### config.mk
export PLATFORM = sky130hd
export DESIGN_NAME = cache_cmd_sequencer
export DESIGN_NICKNAME = d
export VERILOG_FILES = /design/src/rtl/cache_cmd_sequencer.sv
export SDC_FILE = /design/constraint.sdc
export NUM_CORES = 1
export LEC_CHECK = 0
export ABC_AREA = 1
export BUFFER_PORTS_ARGS = -buffer_cell sky130_fd_sc_hd__buf_2
export CAP_MARGIN = 5
export CELL_PAD_IN_SITES_DETAIL_PLACEMENT = 1
export CELL_PAD_IN_SITES_GLOBAL_PLACEMENT = 2
export CORE_ASPECT_RATIO = 1.2
export CORE_MARGIN = 4
export CORE_UTILIZATION = 36
export DETAILED_ROUTE_END_ITERATION = 12
export PLACE_DENSITY = 0.72
export SETUP_SLACK_MARGIN = 0.4
export SYNTH_ARGS = -nofsm -noshare
export SYNTH_HDL_FRONTEND = slang
export SYNTH_SLANG_ARGS = --single-unit
### constraint.sdc
create_clock -name clk -period 2.9 [get_ports clk]
set_clock_uncertainty 0.05 [all_clocks]
set_input_delay 0.435 -clock clk [delete_from_list [all_inputs] [get_ports clk]]
set_output_delay 0.435 -clock clk [all_outputs]
set_load 0.01 [all_outputs]
### src/rtl/cache_cmd_sequencer.sv
`default_nettype none
// ============================================================================
//  Module      : cache_cmd_sequencer
//  Description : Upstream feeder for the L1 cache. Accepts trace commands
//                (opcode + address) over a valid/ready handshake, drops
//                illegal opcodes, buffers legal ones in a circular FIFO and
//                issues them to the cache one at a time, waiting for the
//                cache's done pulse (or a watchdog expiry) between issues.
//  Revision    : 1.0 - initial release
// ----------------------------------------------------------------------------
//  Ports
//    clk           in   clock, all state on the rising edge
//    rstb          in   asynchronous active-low reset
//    in_valid      in   trace command present
//    in_ready      out  room in the FIFO (count < DEPTH)
//    in_n          in   command opcode
//    in_addr       in   command address
//    cache_valid   out  one-cycle issue pulse to the cache
//    cache_n       out  opcode presented to the cache
//    cache_address out  address presented to the cache
//    cache_done    in   operation finished pulse from the cache
//    busy          out  FSM not idle or FIFO non-empty
//    count         out  FIFO occupancy
//    drop_cnt      out  illegal opcodes discarded (saturates at 255)
//    timeout_err   out  sticky watchdog expiry flag
// ============================================================================
module cache_cmd_sequencer #(
    parameter int DEPTH   = 8,
    parameter int ADDR_W  = 32,
    parameter int TIMEOUT = 64
) (
    input  logic                    clk,
    input  logic                    rstb,
    input  logic                    in_valid,
    output logic                    in_ready,
    input  logic [3:0]              in_n,
    input  logic [ADDR_W-1:0]       in_addr,
    output logic                    cache_valid,
    output logic [3:0]              cache_n,
    output logic [ADDR_W-1:0]       cache_address,
    input  logic                    cache_done,
    output logic                    busy,
    output logic [$clog2(DEPTH):0]  count,
    output logic [7:0]              drop_cnt,
    output logic                    timeout_err
);

    localparam int c_PTR_W = $clog2(DEPTH);
    localparam int c_WD_W  = $clog2(TIMEOUT);

    localparam logic [c_PTR_W:0]   c_FULL     = (c_PTR_W + 1)'(DEPTH);
    localparam logic [c_WD_W-1:0]  c_WD_LAST  = c_WD_W'(TIMEOUT - 1);
    localparam logic [3:0]         c_OP_CLEAR = 4'd8;

    localparam logic [1:0] c_ST_IDLE  = 2'd0;
    localparam logic [1:0] c_ST_ISSUE = 2'd1;
    localparam logic [1:0] c_ST_WAIT  = 2'd2;

    logic [1:0]          r_state;
    logic [c_PTR_W-1:0]  r_wr_ptr;
    logic [c_PTR_W-1:0]  r_rd_ptr;
    logic [c_PTR_W:0]    r_count;
    logic [7:0]          r_drop_cnt;
    logic                r_timeout_err;
    logic [c_WD_W-1:0]   r_wd;
    logic [3:0]          r_cache_n;
    logic [ADDR_W-1:0]   r_cache_addr;

    logic [3:0]          r_mem_n    [DEPTH];
    logic [ADDR_W-1:0]   r_mem_addr [DEPTH];

    logic w_legal;
    logic w_accept;
    logic w_push;
    logic w_drop;
    logic w_pop;

    // Opcode 7 and 10..15 are not understood by the cache.
    assign w_legal  = (in_n <= 4'd6) || (in_n == 4'd8) || (in_n == 4'd9);
    assign w_accept = in_valid & in_ready;
    assign w_push   = w_accept & w_legal;
    assign w_drop   = w_accept & ~w_legal;
    assign w_pop    = (r_state == c_ST_IDLE) && (r_count != '0);

    // in_ready looks only at the registered count, so a full FIFO refuses a
    // push even on an edge where it also pops.
    assign in_ready      = (r_count < c_FULL);
    assign cache_valid   = (r_state == c_ST_ISSUE);
    assign busy          = (r_state != c_ST_IDLE) || (r_count != '0);
    assign count         = r_count;
    assign drop_cnt      = r_drop_cnt;
    assign timeout_err   = r_timeout_err;
    assign cache_n       = r_cache_n;
    assign cache_address = r_cache_addr;

    // Storage array carries no reset; occupancy is tracked by the pointers.
    always_ff @(posedge clk) begin
        if (w_push) begin
            r_mem_n[r_wr_ptr]    <= in_n;
            r_mem_addr[r_wr_ptr] <= in_addr;
        end
    end

    always_ff @(posedge clk or negedge rstb) begin
        if (!rstb) begin
            r_wr_ptr   <= '0;
            r_rd_ptr   <= '0;
            r_count    <= '0;
            r_drop_cnt <= '0;
        end else begin
            if (w_push) begin
                r_wr_ptr <= r_wr_ptr + c_PTR_W'(1);
            end
            if (w_pop) begin
                r_rd_ptr <= r_rd_ptr + c_PTR_W'(1);
            end
            if (w_push && !w_pop) begin
                r_count <= r_count + (c_PTR_W + 1)'(1);
            end else if (!w_push && w_pop) begin
                r_count <= r_count - (c_PTR_W + 1)'(1);
            end
            if (w_drop && (r_drop_cnt != 8'hFF)) begin
                r_drop_cnt <= r_drop_cnt + 8'd1;
            end
        end
    end

    always_ff @(posedge clk or negedge rstb) begin
        if (!rstb) begin
            r_state       <= c_ST_IDLE;
            r_cache_n     <= '0;
            r_cache_addr  <= '0;
            r_wd          <= '0;
            r_timeout_err <= 1'b0;
        end else begin
            case (r_state)
                c_ST_IDLE: begin
                    if (w_pop) begin
                        r_cache_n    <= r_mem_n[r_rd_ptr];
                        r_cache_addr <= r_mem_addr[r_rd_ptr];
                        r_state      <= c_ST_ISSUE;
                    end
                end
                c_ST_ISSUE: begin
                    // A clear resets the cache itself and never reports done.
                    if (r_cache_n == c_OP_CLEAR) begin
                        r_state <= c_ST_IDLE;
                    end else begin
                        r_wd    <= '0;
                        r_state <= c_ST_WAIT;
                    end
                end
                c_ST_WAIT: begin
                    if (cache_done) begin
                        r_state <= c_ST_IDLE;
                    end else if (r_wd == c_WD_LAST) begin
                        r_timeout_err <= 1'b1;
                        r_state       <= c_ST_IDLE;
                    end else begin
                        r_wd <= r_wd + c_WD_W'(1);
                    end
                end
                default: begin
                    r_state <= c_ST_IDLE;
                end
            endcase
        end
    end

endmodule
`default_nettype wire

# [Yosys cells after proc, flatten, opt, wreduce, memory -nomap -nowiden]
# Memory sizes are Yosys's and may differ from the RTL's. A register that Yosys moved wholly into a read port is not among the register bits.
# Cells that the tools add are included.
[word_totals] reg_bits=27 ramBits=288 inputBits=40 out_inout_bits=52 wordCells=67 mem_count=2
[memory_table] memory="r_mem_addr" depth=8 word_bits=32 read_ports=1 rd_ports_with_merged_regs=1 write_ports=1 line_no="70" rtl="logic [ADDR_W-1:0] r_mem_addr [DEPTH];"
[memory_table] memory="r_mem_n" depth=8 word_bits=4 read_ports=1 rd_ports_with_merged_regs=1 write_ports=1 line_no="69" rtl="logic [3:0] r_mem_n [DEPTH];"
[op_classes] n_addsub=6 order_cmp=2 eq_ne=12 n_mux=13 bitwise=5 reduce_logical=20
[ops] operator="6-bit two-way mux" n=3
[ops] operator="4-bit equality test (second input constant)" n=3
[ops] operator="6-bit one-hot mux with 2 select lines" n=1
[ops] operator="8-bit by 1-bit adder with 8-bit output (second input constant)" n=1
[ops] operator="2-bit two-way mux" n=4
[ops] operator="4-bit two-way mux" n=2
[ops] operator="2-bit != test (second input constant)" n=4
[ops] operator="8-bit != test (second input constant)" n=1
[ops] operator="3-bit by 1-bit adder with 3-bit output (second input constant)" n=2
[ops] operator="6-bit by 1-bit adder with 6-bit output (second input constant)" n=1
[ops] operator="6-bit equality test (second input constant)" n=1
[ops] operator="2-bit one-hot mux with 3 select lines" n=1
[ops] operator="2-bit nonzero test" n=3
[ops] operator="4-bit by 1-bit adder with 4-bit output (second input constant)" n=1
[ops] operator="4-bit by 3-bit less-or-equal comparator with 1-bit output (second input constant)" n=1
[ops] operator="1-bit logical AND" n=4
[ops] operator="1-bit logical NOT" n=4
[ops] operator="4-bit less-than comparator (second input constant)" n=1
[ops] operator="2-bit AND reduction" n=2
[ops] operator="4-bit AND reduction" n=1
[ops] operator="4-bit nonzero test" n=1
[ops] operator="4-bit by 1-bit subtractor with 4-bit output (second input constant)" n=1
[ops] operator="1-bit AND" n=3
[ops] operator="1-bit logical OR" n=3
[ops] operator="other kinds (7)" n=9

# [Longest topological paths before layout]
# Gate-level depths: netlist (run 1).
[logic_depth] ltp_word=8 ltp_mapped=13 ltp_nobuf=13

# [Worst setup path after synthesis (run 1)]
# OpenSTA, ideal clock, no wires.
[synth_timing] path_type="input to register" startpoint="input in_n[1]" endpoint="memory r_mem_addr[0][0] (enable)" arrival_ns=2.648 required_ns=2.421 slack_ns=-0.227 stages=4 n_path_buf=0 path_cell_list="o21ai_0 -> nand3_1 -> or2_2 -> nor2_1"
[synth_via] elab_chain_len=6 elab_cells_between_ends=8 classes_between="order compare: 1; eq/ne: 2; mux: 2; bitwise: 1; reduce/logical: 2"
[synth_lines] element="start, declared" line_no="36" rtl="input logic [3:0] in_n,"
[synth_lines] element="4-bit by 3-bit less-or-equal comparator with 1-bit output / 4-bit equality test (equally long branches)" line_no="79" rtl="assign w_legal = (in_n <= 4'd6) || (in_n == 4'd8) || (in_n == 4'd9);"
[synth_lines] element="1-bit logical OR" line_no="79"
[synth_lines] element="1-bit logical OR *" line_no="79"
[synth_lines] element="1-bit AND *" line_no="81" rtl="assign w_push = w_accept & w_legal;"
[synth_lines] element="1-bit two-way mux *" line_no="98" rtl="if (w_push) begin"
[synth_lines] element="1-bit two-way mux (implied by the code) *" line_no="100" rtl="r_mem_addr[r_wr_ptr] <= in_addr;"
[synth_lines] element="end, declared" line_no="70"
# Mark *: on every way between the ends. The rest lies on a longest branch, timed or not.

# [Worst setup path after layout (run 1)]
[layout_timing] startpoint="register r_count[3], in the netlist count[3]" endpoint="register r_count[3], in the netlist count[3]"
[layout_via] elab_chain_len=6 elab_cells_between_ends=14 classes_between="add/sub: 2; order compare: 1; mux: 2; bitwise: 2; reduce/logical: 7"
[layout_lines] element="start, declared" line_no="62" rtl="logic [c_PTR_W:0] r_count;"
[layout_lines] element="start signal, assigned" line_no="118" rtl="r_count <= r_count + (c_PTR_W + 1)'(1);"
[layout_lines] element="start signal, assigned" line_no="120" rtl="r_count <= r_count - (c_PTR_W + 1)'(1);"
[layout_lines] element="4-bit less-than comparator *" line_no="87" rtl="assign in_ready = (r_count < c_FULL);"
[layout_lines] element="1-bit AND *" line_no="80" rtl="assign w_accept = in_valid & in_ready;"
[layout_lines] element="1-bit AND *" line_no="81"
[layout_lines] element="via w_push" line_no="74" rtl="logic w_push;"
[layout_lines] element="1-bit logical NOT" line_no="119" rtl="end else if (!w_push && w_pop) begin"
[layout_lines] element="1-bit logical AND" line_no="119"
[layout_lines] element="2-bit nonzero test (no line)"
# The timed path passes the listed nets; every way through them passes the cells marked *. The select of a mux whose other input is x is not followed.
# A chain may end at the register's enable or synchronous reset.

==> parameters.txt, run 1 <==
Parameter                              Value

Status
  Run status    finished clean

Cells and area
  Share of final-layout standard cells stronger than drive strength 1    12.3%
  Area Overhead vs Synth    16.2%
  Number of nets at the end of the flow    1531
  Share of the core filled with cells    42.5%
  Filler cell count in the final layout    4383

Detailed routing
  1st-iter DRT viols    398
  Antenna violation net count after detailed routing    0
  Routed length per instance    18.3 microns
  Number of detailed-route iterations in the first pass    4
  Total wire length after detailed routing    roughly 37 mm
  Total number of vias    9803
  Final routed DRC violation total    0
  Routed via count divided by cell count    4.79

Global routing
  Combined global-route utilization of all metal layers    17.1%
  Wire length of the first global-routing pass    about 60 mm
  Number of global-route vias before repair    ~10000
  Pin count of the biggest net entering global routing    106
  Grt ovf    0
  Initial antenna violation count    1

Min path
  Worst hold start    in_addr[0]
  Class of the worst hold path    primary input to flop

Run
  Max Cap Violations    0

Logic synthesis
  Cell area after technology mapping    14600 sq um
  Mapped Nets    1436
  Total number of yosys warnings    0
  Number of storage elements in the synthesis netlist    351
  Number of distinct library cells after synthesis    27
  Async set-or-reset flop fraction in the synthesized netlist    17.9%
  Biggest area contributors in the synthesized netlist    sky130_fd_sc_hd__edfxtp_1 (59%), sky130_fd_sc_hd__nand2_1 (17%), sky130_fd_sc_hd__dfrtp_1 (11%), sky130_fd_sc_hd__nand3_1 (5.5%), sky130_fd_sc_hd__inv_1 (2.5%)
  Biggest area consumer among synthesized cells    sky130_fd_sc_hd__edfxtp_1
  EDFF count, synth    288
  Area share of the leading cell type in the synthesized netlist    around three fifths
  Ys flop type    sky130_fd_sc_hd__edfxtp_1
  Sequential share of the synthesized area    between 60% and 70%
  Post-synthesis cell count    about 1400
  Mapped Avg Cell Area    10.5 sq um

Placement
  Number of buffer cells added on primary ports    91
  Final estimated routing congestion in global placement    0.695
  Sum of net half-perimeters after detailed placement    20.9 mm

Die
  Ports placed on the boundary    92
  Floorplan core area    39900 sq um
  Area of the die    ~44000 sq um
  Initial core utilization    36.6%
  Chip Width    approximately 190 microns
  Die Span Y    approximately 230 microns
  Standard-cell rows    80

Timing
  Final critical delay including setup and external delays    2.27 ns
  Remaining max-slew budget at the tightest pin    51.0%
  Final period utilization    78.4%
  Max Slew Vio Count    0
  Finish-stage setup viols    0
  Max frequency    ~0.44 GHz
  Worst-margin pin slew    0.735 ns
  Setup repair after global routing missed its margin    false
  Number of failing hold endpoints at the final stage    0

Power and ir drop
  Power per standard cell area    985 nW/um^2
  Switching share of power    36.7%
  Static leakage    7.22 nW
  Cell internal pwr    approximately 11 mW
  Switching power    6.14 mW
  Combinational group share of total power    between 30% and 40%
  Worst supply voltage drop on vdd    0.462 mV
  Portion of total power attributed to the clock network    28.4%
  Relative contribution of sequential cells to total power    39.5%
  Power Total    roughly 17 mW

Worst setup path
  Worst setup path startpoint    count[3]
  Reg2reg start    count[3]
  CP top delay family    simple AND/OR/NAND/NOR gates
  Critical-path maximum fanout    5
  Most frequent cell on the critical path    sky130_fd_sc_hd__nand2_1
  CP Data Arrival Time    2.63 ns
  List of cells traversed by the critical path    nor2_2 -> nand3_2 -> inv_1 -> ha_1 -> inv_1 -> ha_1 -> a21oi_1 -> nand2_1 -> nand2_1 -> nand2_1 -> nand2_1 -> o21ai_0
  Delay of the slowest cell on the worst path    0.44 ns
  Capturing element type of the critical path    flop
  Setup crit start kind    flop
  CP Data Required Time    around 3.3 ns
  WP buf/inv    2
  Start-to-end type of the worst setup path    flop to flop
  CP max-delay cell    sky130_fd_sc_hd__dfrtp_1

Clock tree
  H-tree depth    2
  Number of clock sinks    351
  Maximum buffer depth of the clock tree    3
  Setup Fix Bufs, Post-CTS    0
  CTS clock-pin slew for the worst setup and hold paths    around 0.06 ns
  Skew-Pair Late Insertion Delay    0.53 ns
  Clock tree from TritonCTS    yes
  Clock root buffer    sky130_fd_sc_hd__clkbuf_16
  Inserted Clock Buffers    38
[worst register-to-register path, delay by kind of cell (launching register included)]
family	cells	cell delay, ns
buffers and inverters	2	0.26
adder cells (fa/ha/maj)	2	0.54
AO/OA/AOI/OAI	2	0.28
flip-flops	1	0.44
AND/OR/NAND/NOR	6	0.59
[cells in the final DEF (no fill, tap or decap), drive strengths merged]
cell,netlist,routed
a21oi,2,2
a31o,1,1
buf,54,117
bufinv,0,4
clkbuf,9,49
clkinv,0,15
dfrtp,63,63
diode,0,1
dlygate4sd3,0,1
edfxtp,288,288
fa,1,1
ha,7,7
inv,102,102
nand2,646,646
nand3,160,160
nand3b,1,1
nand4,5,5
nor2,22,22
nor3,1,1
o21ai,16,16
or2,1,1
xnor2,7,7
xor2,2,2
[flip-flops by register name, summed over array words and instances (netlist names), 3 cells and up]
name           flops
cache_address     32
cache_n            4
count              4
drop_cnt           8
r_mem_addr       256
r_mem_n           32
r_rd_ptr           3
r_wd               6
r_wr_ptr           3
[synthesized netlist by cell type (5+ instances only)]
cell and number:
sky130_fd_sc_hd__nand2_1 646, sky130_fd_sc_hd__edfxtp_1 288, sky130_fd_sc_hd__nand3_1 160, sky130_fd_sc_hd__inv_1 99, sky130_fd_sc_hd__dfrtp_1 63, sky130_fd_sc_hd__buf_2 31, sky130_fd_sc_hd__nor2_1 20, sky130_fd_sc_hd__o21ai_0 15
sky130_fd_sc_hd__buf_4 9, sky130_fd_sc_hd__clkbuf_1 9, sky130_fd_sc_hd__buf_1 7, sky130_fd_sc_hd__buf_6 7, sky130_fd_sc_hd__ha_1 7, sky130_fd_sc_hd__xnor2_1 7, sky130_fd_sc_hd__nand4_1 5
[cells by family after synthesis]
group | synth area share, %
buffers and inverters | 5.11
XOR/XNOR | 0.539
adder cells (fa/ha/maj) | 0.736
AO/OA/AOI/OAI | 0.676
flip-flops | 69.9
AND/OR/NAND/NOR | 23.0
[metrics by stage]
step | hold slack, ns | setup slack (ns) | instance area (sq um) | cells | setup TNS [ns]
2_1_floorplan | 0.0894 | -0.105 | 14700 | 1388 | -15.19
3_3_place_gp | 0.398 | 0.469 | 15800 | 1975 | 0
3_5_place_dp | 0.412 | 0.380 | 15800 | 1975 | 0
4_1_cts | 0.104 | 0.487 | 17000 | 2044 | 0
5_1_grt | 0.120 | 0.438 | 17000 | 2045 | 0
6_report | 0.132 | 0.627 | 17000 | 2045 | 0
[power groups by stage]
stage | combinational (mW) | sequential [mW] | clock (mW)
5_1_grt | 6.14 | 6.68 | 5.13
3_3_place_gp | 5.42 | 6.70 | 0
2_1_floorplan | 3.65 | 6.63 | 0
3_5_place_dp | 5.51 | 6.72 | 0
6_report | 5.37 | 6.60 | 4.75
4_1_cts | 5.55 | 6.62 | 4.90
[what timing repair did]
action	in CTS	in global routing
gates resized for setup	0	2
hold endpoints to repair	38	0
hold buffers	1	0
setup endpoints to repair	0	1
[final timing paths]
kind,end,slack (ns),cells after the start
hold / removal,r_mem_addr[4][0],0.13,1
hold reg to reg,cache_address[13],0.42,2
min in group asynchronous,cache_address[14],0.42,2
setup / recovery,count[3],0.63,12
max in group asynchronous,cache_address[4],1.72,3
setup reg to reg,count[3],0.63,12
[routing by layer]
layer,vias to the layer above,track usage (%),share of wire [%]
met5,-,0,0
met4,0,4.66,2.2
met3,52,2.73,3.6
met2,147,30.3,51
met1,4871,21.8,43
li1,4733,-,-
[layout make-up]
type | instances | area [sq um] | area share (%)
Multi-Input combinational cell | 872 | 3720 | 21.9
Inverter | 102 | 385 | 2.27
Sequential cell | 351 | 10200 | 60.2
Antenna cell | 1 | 2.50 | 0.0147
Tap cell | 533 | 667 | 3.93
Timing Repair Buffer | 118 | 776 | 4.57
Clock buffer | 49 | 1010 | 5.97
Clock inverter | 19 | 191 | 1.13
No activity file was read; power rests on OpenSTA's default activity.
==> run 2, diff against run 1 <==
Settings changed: CORE_UTILIZATION 36 to 40, PLACE_DENSITY 0.72 to 0.76.
Clock period 2.9 ns to 2.1 ns, I/O delays scaled along.
==> parameters.txt, run 2 (synthesis results as in run 1) <==
Parameter                              Value

Status
  Run status    finished clean

Worst setup path
  CP Data Required Time    2.28 ns (-0.97 ns)
  Capturing element type of the critical path    flop
  Depth of the worst register-to-register path    7 (-5)
  Critical-path maximum fanout    7 (+2)
  Reg2reg start    count[3]
  CP max-delay cell    sky130_fd_sc_hd__dfrtp_2
  CP Data Arrival Time    2.13 ns (-0.50 ns)
  WP buf/inv    3 (+1)
  Setup crit start kind    flop
  Start-to-end type of the worst setup path    flop to flop
  Delay of the slowest cell on the worst path    0.45 ns (about the same)
  Worst reg2reg endpoint    r_mem_addr[0][1]
  CP top delay family    simple AND/OR/NAND/NOR gates
  Worst setup slack for register-to-register paths    0.15 ns (-0.47 ns)
  List of cells traversed by the critical path    nor2_4 -> nand3_4 -> buf_6 -> or2_4 -> nor2_4 -> buf_6 -> buf_12

Timing
  Final critical delay including setup and external delays    1.95 ns (-0.325 ns)
  Worst-margin pin slew    0.508 ns (-0.228 ns)
  Post-Route Setup TNS    0 ns (unchanged)
  Max Slew Vio Count    0 (unchanged)
  Finish-stage setup viols    0 (unchanged)
  Minimum setup slack in the final design    0.152 ns (-0.475 ns)
  Final period utilization    92.7% (+14 points)
  Number of failing hold endpoints at the final stage    0 (unchanged)
  Setup repair after global routing missed its margin    true
  Remaining max-slew budget at the tightest pin    66.1% (+15 points)
  Max frequency    0.513 GHz (+17%)

Cells and area
  Antenna Diode Count    0 (-1)
  Filler cell count in the final layout    3811 (-13%)
  Number of nets at the end of the flow    1612 (+5.3%)
  Area Overhead vs Synth    27.9%
  Most frequent standard cell in the layout excluding fill and tap cells    sky130_fd_sc_hd__nand2_1
  Footprint of the multi-input gates    4050 sq um (+8.8%)
  Footprint of the flip-flops and latches    10200 sq um (about the same)
  Most frequent cells in the layout    sky130_fd_sc_hd__nand2_1 (631), sky130_fd_sc_hd__edfxtp_1 (288), sky130_fd_sc_hd__nand3_1 (139), sky130_fd_sc_hd__inv_1 (95), sky130_fd_sc_hd__buf_2 (90)
  Largest Register    r_mem_addr
  Share of final-layout standard cells stronger than drive strength 1    20.1% (+7.8 points)
  Flip-flop count of the largest register after layout    256 (unchanged)

Detailed routing
  Antenna violation net count after detailed routing    0 (unchanged)
  Routed via count divided by cell count    4.99 (+4.1%)
  Number of detailed-route iterations in the first pass    5 (+1)
  Final routed DRC violation total    0 (unchanged)
  Routed length per instance    21.5 microns (+18%)
  1st-iter DRT viols    707 (+78%)
  Total wire length after detailed routing    44.3 mm (+18%)
  Total number of vias    10279 (+4.9%)

Global routing
  Wire length of the first global-routing pass    62.4 mm (+6.4%)
  Initial antenna violation count    1 (unchanged)
  Number of global-route vias before repair    10589 (+3.2%)
  Combined global-route utilization of all metal layers    20.4% (+3.3 points)
  Grt ovf    0 (unchanged)
  Pin count of the biggest net entering global routing    74 (-30%)

Die
  Initial core utilization    40.6% (+4.0 points)
  Area of the die    39700 sq um (-9.6%)
  Chip Width    183 microns (-4.9%)
  Floorplan core area    36000 sq um (-9.8%)
  Ports placed on the boundary    92 (unchanged)
  Standard-cell rows    76 (-5.0%)
  Die Span Y    217 microns (-5.0%)

Clock tree
  Clock root buffer    sky130_fd_sc_hd__clkbuf_16
  Clock tree from TritonCTS    yes
  Maximum buffer depth of the clock tree    3 (unchanged)
  CTS clock-pin slew for the worst setup and hold paths    0.06 ns (about the same)
  Skew-Pair Late Insertion Delay    0.53 ns (about the same)
  Number of clock sinks    351 (unchanged)
  H-tree depth    2 (unchanged)
  Inserted Clock Buffers    38 (unchanged)

Power and ir drop
  Static leakage    7.94 nW (+10%)
  Worst supply voltage drop on vdd    0.752 mV (+63%)
  Power per standard cell area    1370 nW/um^2 (+40%)

Min path
  Worst hold start    in_addr[20]
  WHS Path Cells    1 (unchanged)
  Class of the worst hold path    primary input to flop
  Endpoint of the worst hold-timing path    r_mem_addr[4][20]

Run
  Max Cap Violations    0 (unchanged)

Placement
  Worst setup slack after placement    0.0932 ns (-0.286 ns)
  Number of buffer cells added on primary ports    91 (unchanged)
  Sum of net half-perimeters after detailed placement    23.1 mm (+11%)
  Final estimated routing congestion in global placement    0.731 (+5.1%)
-- run 2: power breakdown --
group          switching (mW)  internal (mW)  total (mW)
clock network            2.68           3.77        6.46
registers               0.578           8.44        9.02
logic                    6.46           3.77        10.2
-- run 2: what timing repair did --
action / in CTS / in global routing
buffers inserted: 21 / 14
hold endpoints to repair: 63 / 0
hold buffers: 1 / 0
gates resized for setup: 37 / 72
setup endpoints to repair: 338 / 328
cloned: 10 / 19
pin swaps: 9 / 27
-- run 2: worst max-delay path by stage --
stage                  start               end  slack [ns]  cells after the start
global route        count[3]  r_mem_addr[0][7]        0.09                      7
floorplan           count[3]  r_mem_addr[6][0]        0.08                      4
detailed placement   in_n[1]          count[3]        0.09                     13
finish              count[3]  r_mem_addr[0][1]        0.15                      7
global placement     in_n[1]  r_mem_addr[0][3]        0.13                      7
CTS                 count[3]  r_mem_addr[0][7]        0.14                      7
-- run 2: stage by stage --
step / power (mW) / cells / utilization (%) / hold WS [ns] / cell area, sq um
after floorplan: 14.3 / 1388 / - / -0.0306 / 14700
after global routing: 27.3 / 2060 / 51.9 / 0.0167 / 18700
after detailed placement: 17.2 / 1927 / 44.5 / 0.0996 / 16000
final: 25.7 / 2060 / 51.9 / 0.0171 / 18700
after CTS: 24.1 / 2027 / 49.4 / 0.00531 / 17800
after global placement: 17.1 / 1927 / 44.5 / 0.0945 / 16000
-- run 2: worst reg2reg max path, delay by kind of cell, from the launching register on --
| kind | cells | cell delay, ns |
|---|---|---|
| DFF | 1 | 0.45 |
| buffers and inverters | 3 | 0.47 |
| and+or+nand+nor | 4 | 0.68 |
-- run 2: routing by layer --
| metal | wire (microns) | up-vias | global-route usage [%] |
|---|---|---|---|
| met3 | 1570 | 72 | 3.07 |
| li1 | - | 4916 | - |
| met5 | 0 | - | 0 |
| met1 | 18300 | 5106 | 25.8 |
| met2 | 23300 | 185 | 36.5 |
| met4 | 1210 | 0 | 5.61 |
-- run 2: layout make-up --
type / instances / area share, %
Sequential cell: 351 / 54.7
Inverter: 102 / 2.09
Clock inverter: 12 / 0.582
Timing Repair Buffer: 199 / 12.1
Tap cell: 468 / 3.13
Clock buffer: 56 / 5.72
Multi-Input combinational cell: 872 / 21.7
